===== config.mk =====
export PLATFORM = sky130hd
export DESIGN_NAME = keccak_driver
export DESIGN_NICKNAME = d
export VERILOG_FILES = /design/src/rtl/keccak_driver.sv
export SDC_FILE = /design/constraint.sdc
export NUM_CORES = 1
export LEC_CHECK = 0
export CAP_MARGIN = 20
export CORE_MARGIN = 4
export CORE_UTILIZATION = 40
export CTS_CLUSTER_DIAMETER = 200
export DETAILED_ROUTE_END_ITERATION = 10
export HOLD_SLACK_MARGIN = 0.12
export SYNTH_ARGS = -nofsm -noshare
export SYNTH_HDL_FRONTEND = slang
export SYNTH_SLANG_ARGS = --single-unit

===== constraint.sdc =====
create_clock -name clk -period 4.7 [get_ports clk]
set_input_delay 0.94 -clock clk [delete_from_list [all_inputs] [get_ports clk]]
set_output_delay 0.94 -clock clk [all_outputs]
set_load 0.005 [all_outputs]

===== src/rtl/keccak_driver.sv =====
// Host-side driver for the keccak core: serializes header, length and message words
// onto the core input, then drains the digest through a 2-entry skid FIFO.
package keccak_pkg;
    localparam int unsigned w = 64;
endpackage

module keccak_driver #(
    parameter int unsigned W = keccak_pkg::w
) (
    input  logic         clk,
    input  logic         rst,
    input  logic         cmd_valid,
    output logic         cmd_ready,
    input  logic [1:0]   cmd_mode,
    input  logic [31:0]  cmd_in_bits,
    input  logic [31:0]  cmd_out_bits,
    input  logic         msg_valid,
    output logic         msg_ready,
    input  logic [W-1:0] msg_data,
    output logic         dig_valid,
    input  logic         dig_ready,
    output logic [W-1:0] dig_data,
    output logic         dig_last,
    output logic         busy,
    output logic         done,
    output logic         k_valid_n,
    input  logic         k_ready,
    output logic [W-1:0] k_data,
    input  logic         k_out_valid,
    output logic         k_out_ready_n,
    input  logic [W-1:0] k_out_data
);
    localparam int unsigned CW = 27;
    localparam int unsigned FD = 2;

    typedef enum logic [2:0] {
        S_IDLE,
        S_HDR,
        S_LEN,
        S_MSG,
        S_DIG,
        S_FIN
    } state_t;

    state_t        state_q, state_d;
    logic [1:0]    mode_q;
    logic [31:0]   in_bits_q;
    logic [31:0]   out_bits_q;
    logic [CW-1:0] in_rem_q;
    logic [CW-1:0] out_words_q;
    logic [CW-1:0] req_rem_q, req_rem_d;
    logic [CW-1:0] dlv_q;
    logic [CW-1:0] cmd_in_words;
    logic [CW-1:0] cmd_out_words;
    logic [W-1:0]  fifo_q [FD];
    logic          wr_ptr_q, rd_ptr_q;
    logic [1:0]    cnt_q, cnt_d;
    logic          accept, msg_xfer, push, pop;

    // Bit counts rounded up to whole 64-bit words, summed at 33 bits to avoid wrap
    assign cmd_in_words  = CW'((33'(cmd_in_bits)  + 33'd63) >> 6);
    assign cmd_out_words = CW'((33'(cmd_out_bits) + 33'd63) >> 6);

    assign push      = k_out_valid && !k_out_ready_n;
    assign pop       = dig_valid && dig_ready;
    assign cnt_d     = cnt_q + 2'(push) - 2'(pop);
    assign req_rem_d = accept ? cmd_out_words : (req_rem_q - CW'(push));

    assign dig_valid = (cnt_q != 2'd0);
    assign dig_data  = fifo_q[rd_ptr_q];
    assign dig_last  = dig_valid && (dlv_q == (out_words_q - CW'(1)));

    // Next-state and handshake decode
    always_comb begin
        state_d   = state_q;
        cmd_ready = 1'b0;
        msg_ready = 1'b0;
        busy      = 1'b0;
        done      = 1'b0;
        k_valid_n = 1'b1;
        k_data    = '0;
        accept    = 1'b0;
        msg_xfer  = 1'b0;
        case (state_q)
            S_IDLE: begin
                cmd_ready = 1'b1;
                if (cmd_valid) begin
                    accept  = 1'b1;
                    state_d = S_HDR;
                end
            end
            S_HDR: begin
                busy      = 1'b1;
                k_valid_n = 1'b0;
                k_data    = W'({mode_q, 30'b0, out_bits_q});
                if (k_ready) state_d = S_LEN;
            end
            S_LEN: begin
                busy      = 1'b1;
                k_valid_n = 1'b0;
                k_data    = W'({32'b0, in_bits_q});
                if (k_ready) state_d = (in_rem_q != '0) ? S_MSG : S_DIG;
            end
            S_MSG: begin
                busy      = 1'b1;
                k_data    = msg_data;
                k_valid_n = !msg_valid;
                msg_ready = k_ready;
                if (msg_valid && k_ready) begin
                    msg_xfer = 1'b1;
                    if (in_rem_q == CW'(1)) state_d = S_DIG;
                end
            end
            S_DIG: begin
                busy = 1'b1;
                if ((out_words_q == '0) || (pop && dig_last)) state_d = S_FIN;
            end
            S_FIN: begin
                done    = 1'b1;
                state_d = S_IDLE;
            end
            default: state_d = S_IDLE;
        endcase
    end

    // State, job registers and the registered core-output ready
    always_ff @(posedge clk or negedge rst) begin
        if (!rst) begin
            state_q       <= S_IDLE;
            mode_q        <= '0;
            in_bits_q     <= '0;
            out_bits_q    <= '0;
            in_rem_q      <= '0;
            out_words_q   <= '0;
            req_rem_q     <= '0;
            dlv_q         <= '0;
            k_out_ready_n <= 1'b1;
        end else begin
            state_q       <= state_d;
            req_rem_q     <= req_rem_d;
            k_out_ready_n <= !((state_d == S_DIG) && (cnt_d < 2'd2) && (req_rem_d != '0));
            if (accept) begin
                mode_q      <= cmd_mode;
                in_bits_q   <= cmd_in_bits;
                out_bits_q  <= cmd_out_bits;
                in_rem_q    <= cmd_in_words;
                out_words_q <= cmd_out_words;
                dlv_q       <= '0;
            end else begin
                if (msg_xfer) in_rem_q <= in_rem_q - CW'(1);
                if (pop)      dlv_q    <= dlv_q + CW'(1);
            end
        end
    end

    // Two-entry skid FIFO between core output and digest stream
    always_ff @(posedge clk or negedge rst) begin
        if (!rst) begin
            fifo_q[0] <= '0;
            fifo_q[1] <= '0;
            wr_ptr_q  <= 1'b0;
            rd_ptr_q  <= 1'b0;
            cnt_q     <= 2'd0;
        end else begin
            cnt_q <= cnt_d;
            if (push) begin
                fifo_q[wr_ptr_q] <= k_out_data;
                wr_ptr_q         <= !wr_ptr_q;
            end
            if (pop) rd_ptr_q <= !rd_ptr_q;
        end
    end
endmodule


==> summary.txt <==
Status
  – Status: completed

Critical path
  – Worst Path Required: 3.76 ns
  – Maximum fanout count along the critical path: 6
  – Startpoint types: flop
  – Critical Path Sink Type: output pin
  – Setup CP Type: reg -> out
  – Data arrival time of the worst path: 3.33 ns

Layout
  – Fill count: ~3700
  – Nets: around 2200
  – Design Area, Final: ~22000 sq um
  – Fin cells: about 2600
  – Share of layout cells above drive strength 1: 0.179
  – Layout Area Growth over Synthesis: 31.2%

Synth
  – Post-Syn Nets: 1891
  – Syn Std Cell Area: approximately 17000 sq um
  – Async SR Flop Fraction: 1.00
  – Post-synth EDFFs: 0
  – Top post-synthesis cells by count: 309 x dfrtp_1, 255 x nand2_1, 230 x mux2_2
  – Yosys warns: 0
  – Post-synthesis sequential area ratio: 0.460
  – Synth Register Bits: between 300 and 400
  – Most frequent cell after synthesis: dfrtp_1
  – Largest area contributor in the netlist: dfrtp_1
  – Yosys top cell area share: 0.459
  – Ranking of synthesized cells by area: dfrtp_1 46%, mux2_2 15%, nand2_1 5.7%
  – Ys flop type: dfrtp_1
  – Synth cell types: slightly above 70
  – Syn Area/Cell: ~10 sq um
  – Instance count of the mapped netlist: 1681

Routing
  – Avg WL per Cell: a little over 20 microns
  – Vias: approximately 14000
  – Starting DRT DRC Count: a little over 800
  – Via density: roughly 5.4
  – DRT Pass-1 Iters: 5
  – Post-Route WL: just over 50 mm
  – DRT antenna net count: 0
  – DRC viols: 0

STA
  – Worst-Margin Slew: 0.922 ns
  – RSZ-0062 raised after global routing: false
  – Setup TNS: 0 ns
  – Max Slew Vio Count: 0
  – Fin. Hold Viols: 0
  – Minimum clock period: roughly 4.3 ns
  – Worst relative slew slack: 0.385
  – Setup Viol. Count Final: 0
  – Fmax: 234 MHz
  – Final Cycle Share: 0.909
  – Fin Clk Skew: ~0.013 ns

Job
  – Maxcap violations: 0

Placement
  – Placed Instances: 2485
  – RD Place Congestion: just under 0.9
  – Placed instance area: between 20000 and 25000 sq um
  – Placed wire-length estimate: approximately 38 mm
  – Buffers on Ports: 336

GRT
  – M2 GR Usage: 0.367
  – Gr usage total: 0.223
  – Gr ovfl total: 0
  – GRT met3 Usage: 0.0558
  – Initial antenna violation count: 5
  – Largest net degree at the start of global routing: 106
  – First-pass GRT wire length: 80.2 mm
  – Number of global-route vias before repair: 14100
  – GR Util met1: 0.295
  – Most crowded layer after global routing: met2

Power
  – PwrDens: about 490 nW/um^2
  – Leakage: about 0.0095 uW
  – Worst IR Drop VDD: between 0.2 and 0.3 mV

Clocking
  – Clock transition at the registers of the reported paths: around 0.06 ns
  – Number of buffers added to fix hold violations after cts: 0
  – Skew-Pair Late Insertion Delay: 0.56 ns
  – CTS Root Cell: clkbuf_16
  – Buffer depth of the longest clock path: 3
  – Htree depth: 2
  – CTS sink cnt: 310
  – CTS tree: done
  – CTS Buf Count: 37

Floorplanning
  – X dimension of the die: between 200 and 250 microns
  – Die area: 45500 sq um
  – Top-level port count: approximately 340
  – Core area: between 40000 and 50000 sq um
  – Standard-cell row count: 74
  – Initial Util: 0.409
  – DIE HEIGHT: ~210 microns

Hold path
  – Hold Path Class: in -> async
## cell usage in the layout, fill, tap and decap left out, drive strengths merged, types with 6 or more instances in the layout
cell type / Yosys / routed
o21a: 14 / 14
buf: 18 / 33
nand4: 23 / 23
a21boi: 6 / 6
nor2: 135 / 135
ha: 9 / 9
nand3: 41 / 41
a22oi: 33 / 33
nor3: 41 / 41
and3: 20 / 20
nor4b: 7 / 7
xnor2: 66 / 66
a211oi: 8 / 8
mux2i: 18 / 18
nand2: 255 / 255
or3: 19 / 19
nand2b: 12 / 12
o21ai: 33 / 33
mux2: 230 / 230
a21o: 6 / 6
or4b: 8 / 8
inv: 20 / 21
a21oi: 40 / 40
dfrtp: 309 / 309
and2: 47 / 47
clkbuf: 76 / 53
or4: 15 / 15
nor4: 31 / 31
clkdlybuf4s50: 0 / 334
and4: 9 / 9
nor2b: 6 / 6
clkinv: 1 / 10
xor2: 62 / 62
## flip-flops by register name, indices dropped and copies added, names as in the netlist
signal,flops
out_bits_q,32
wr_ptr_q,1
cnt_q,2
state_q,3
mode_q,2
dlv_q,27
req_rem_q,27
out_words_q,27
rd_ptr_q,1
k_out_ready_n,1
fifo_q,128
in_rem_q,27
in_bits_q,32
## layout make-up
type	instances	area [sq um]	share of cell area
diodes	3	7.51	0.000339
clock buffers	53	1050	0.0473
clock inverters	14	174	0.00786
inverters	21	78.8	0.00356
multi-input cells	1256	8740	0.395
flip-flops and latches	310	7760	0.351
well taps	532	666	0.0301
repair buffers	368	3650	0.165
## path summary, 6_finish.rpt
check / start / end / slack, ns / depth (start not counted)
min: rst / out_bits_q[0]$_DFFE_PN0P_ / 0.37 / 1
max in group asynchronous: rst / in_bits_q[4]$_DFFE_PN0P_ / 3.24 / 2
max reg2reg: k_out_ready_n$_DFF_PN1_ / k_out_ready_n$_DFF_PN1_ / 1.19 / 12
max: out_words_q[0]$_DFFE_PN0P_ / dig_last / 0.43 / 12
min reg2reg: out_bits_q[6]$_DFFE_PN0P_ / out_bits_q[6]$_DFFE_PN0P_ / 0.47 / 2
min in group clk: out_bits_q[6]$_DFFE_PN0P_ / out_bits_q[6]$_DFFE_PN0P_ / 0.47 / 2
## worst max-delay path, stage by stage, from the launching register on
cell,delay (ns)
dfrtp_2,0.40
inv_2,0.07
ha_2,0.20
nor4b_2,0.16
buf_4,0.16
and3_2,0.25
or4b_1,0.50
o22ai_1,0.18
o211ai_1,0.12
nor4_2,0.26
buf_4,0.17
nor3b_2,0.15
dlymetal6s2s_1,0.14
## per-layer routing
layer | share of wire | routed length (microns)
met5 | 0.00025 | 13
met4 | 0.025 | 1280
met3 | 0.064 | 3310
met2 | 0.48 | 24700
met1 | 0.43 | 22400
## power by group
group | total (uW) | switching, uW | internal (uW)
Clock | 2890 | 1160 | 1720
Combinational | 3950 | 1920 | 2040
Sequential | 4070 | 724 | 3350
## repair_timing
action	in CTS	in global routing
setup buffers	1	1
endpoints found under the setup margin	1	1
gates resized for setup	8	10
gates cloned	0	0
pin swaps	2	2
## cell families after synthesis
| logic type | synth area share |
|---|---|
| AOI/OAI and AO/OA | 0.0716 |
| xor gates and xnor gates | 0.0665 |
| adders and majority gates | 0.00668 |
| buffers and inverters | 0.0268 |
| DFF | 0.460 |
| muxes | 0.164 |
| and+or+nand+nor | 0.204 |
## per-stage QoR
step           worst slack [ns]  total power [uW]   util  hold WS, ns
6_report                  0.429             10900  0.537        0.367
2_1_floorplan             0.963              6190      -        0.442
3_5_place_dp              0.335              8020  0.505        0.461
4_1_cts                 0.00411             11000  0.536        0.390
3_3_place_gp              0.353              8000  0.505        0.455
5_1_grt                   0.247             11600  0.537        0.405
No activity file was read; power rests on OpenSTA's default activity.
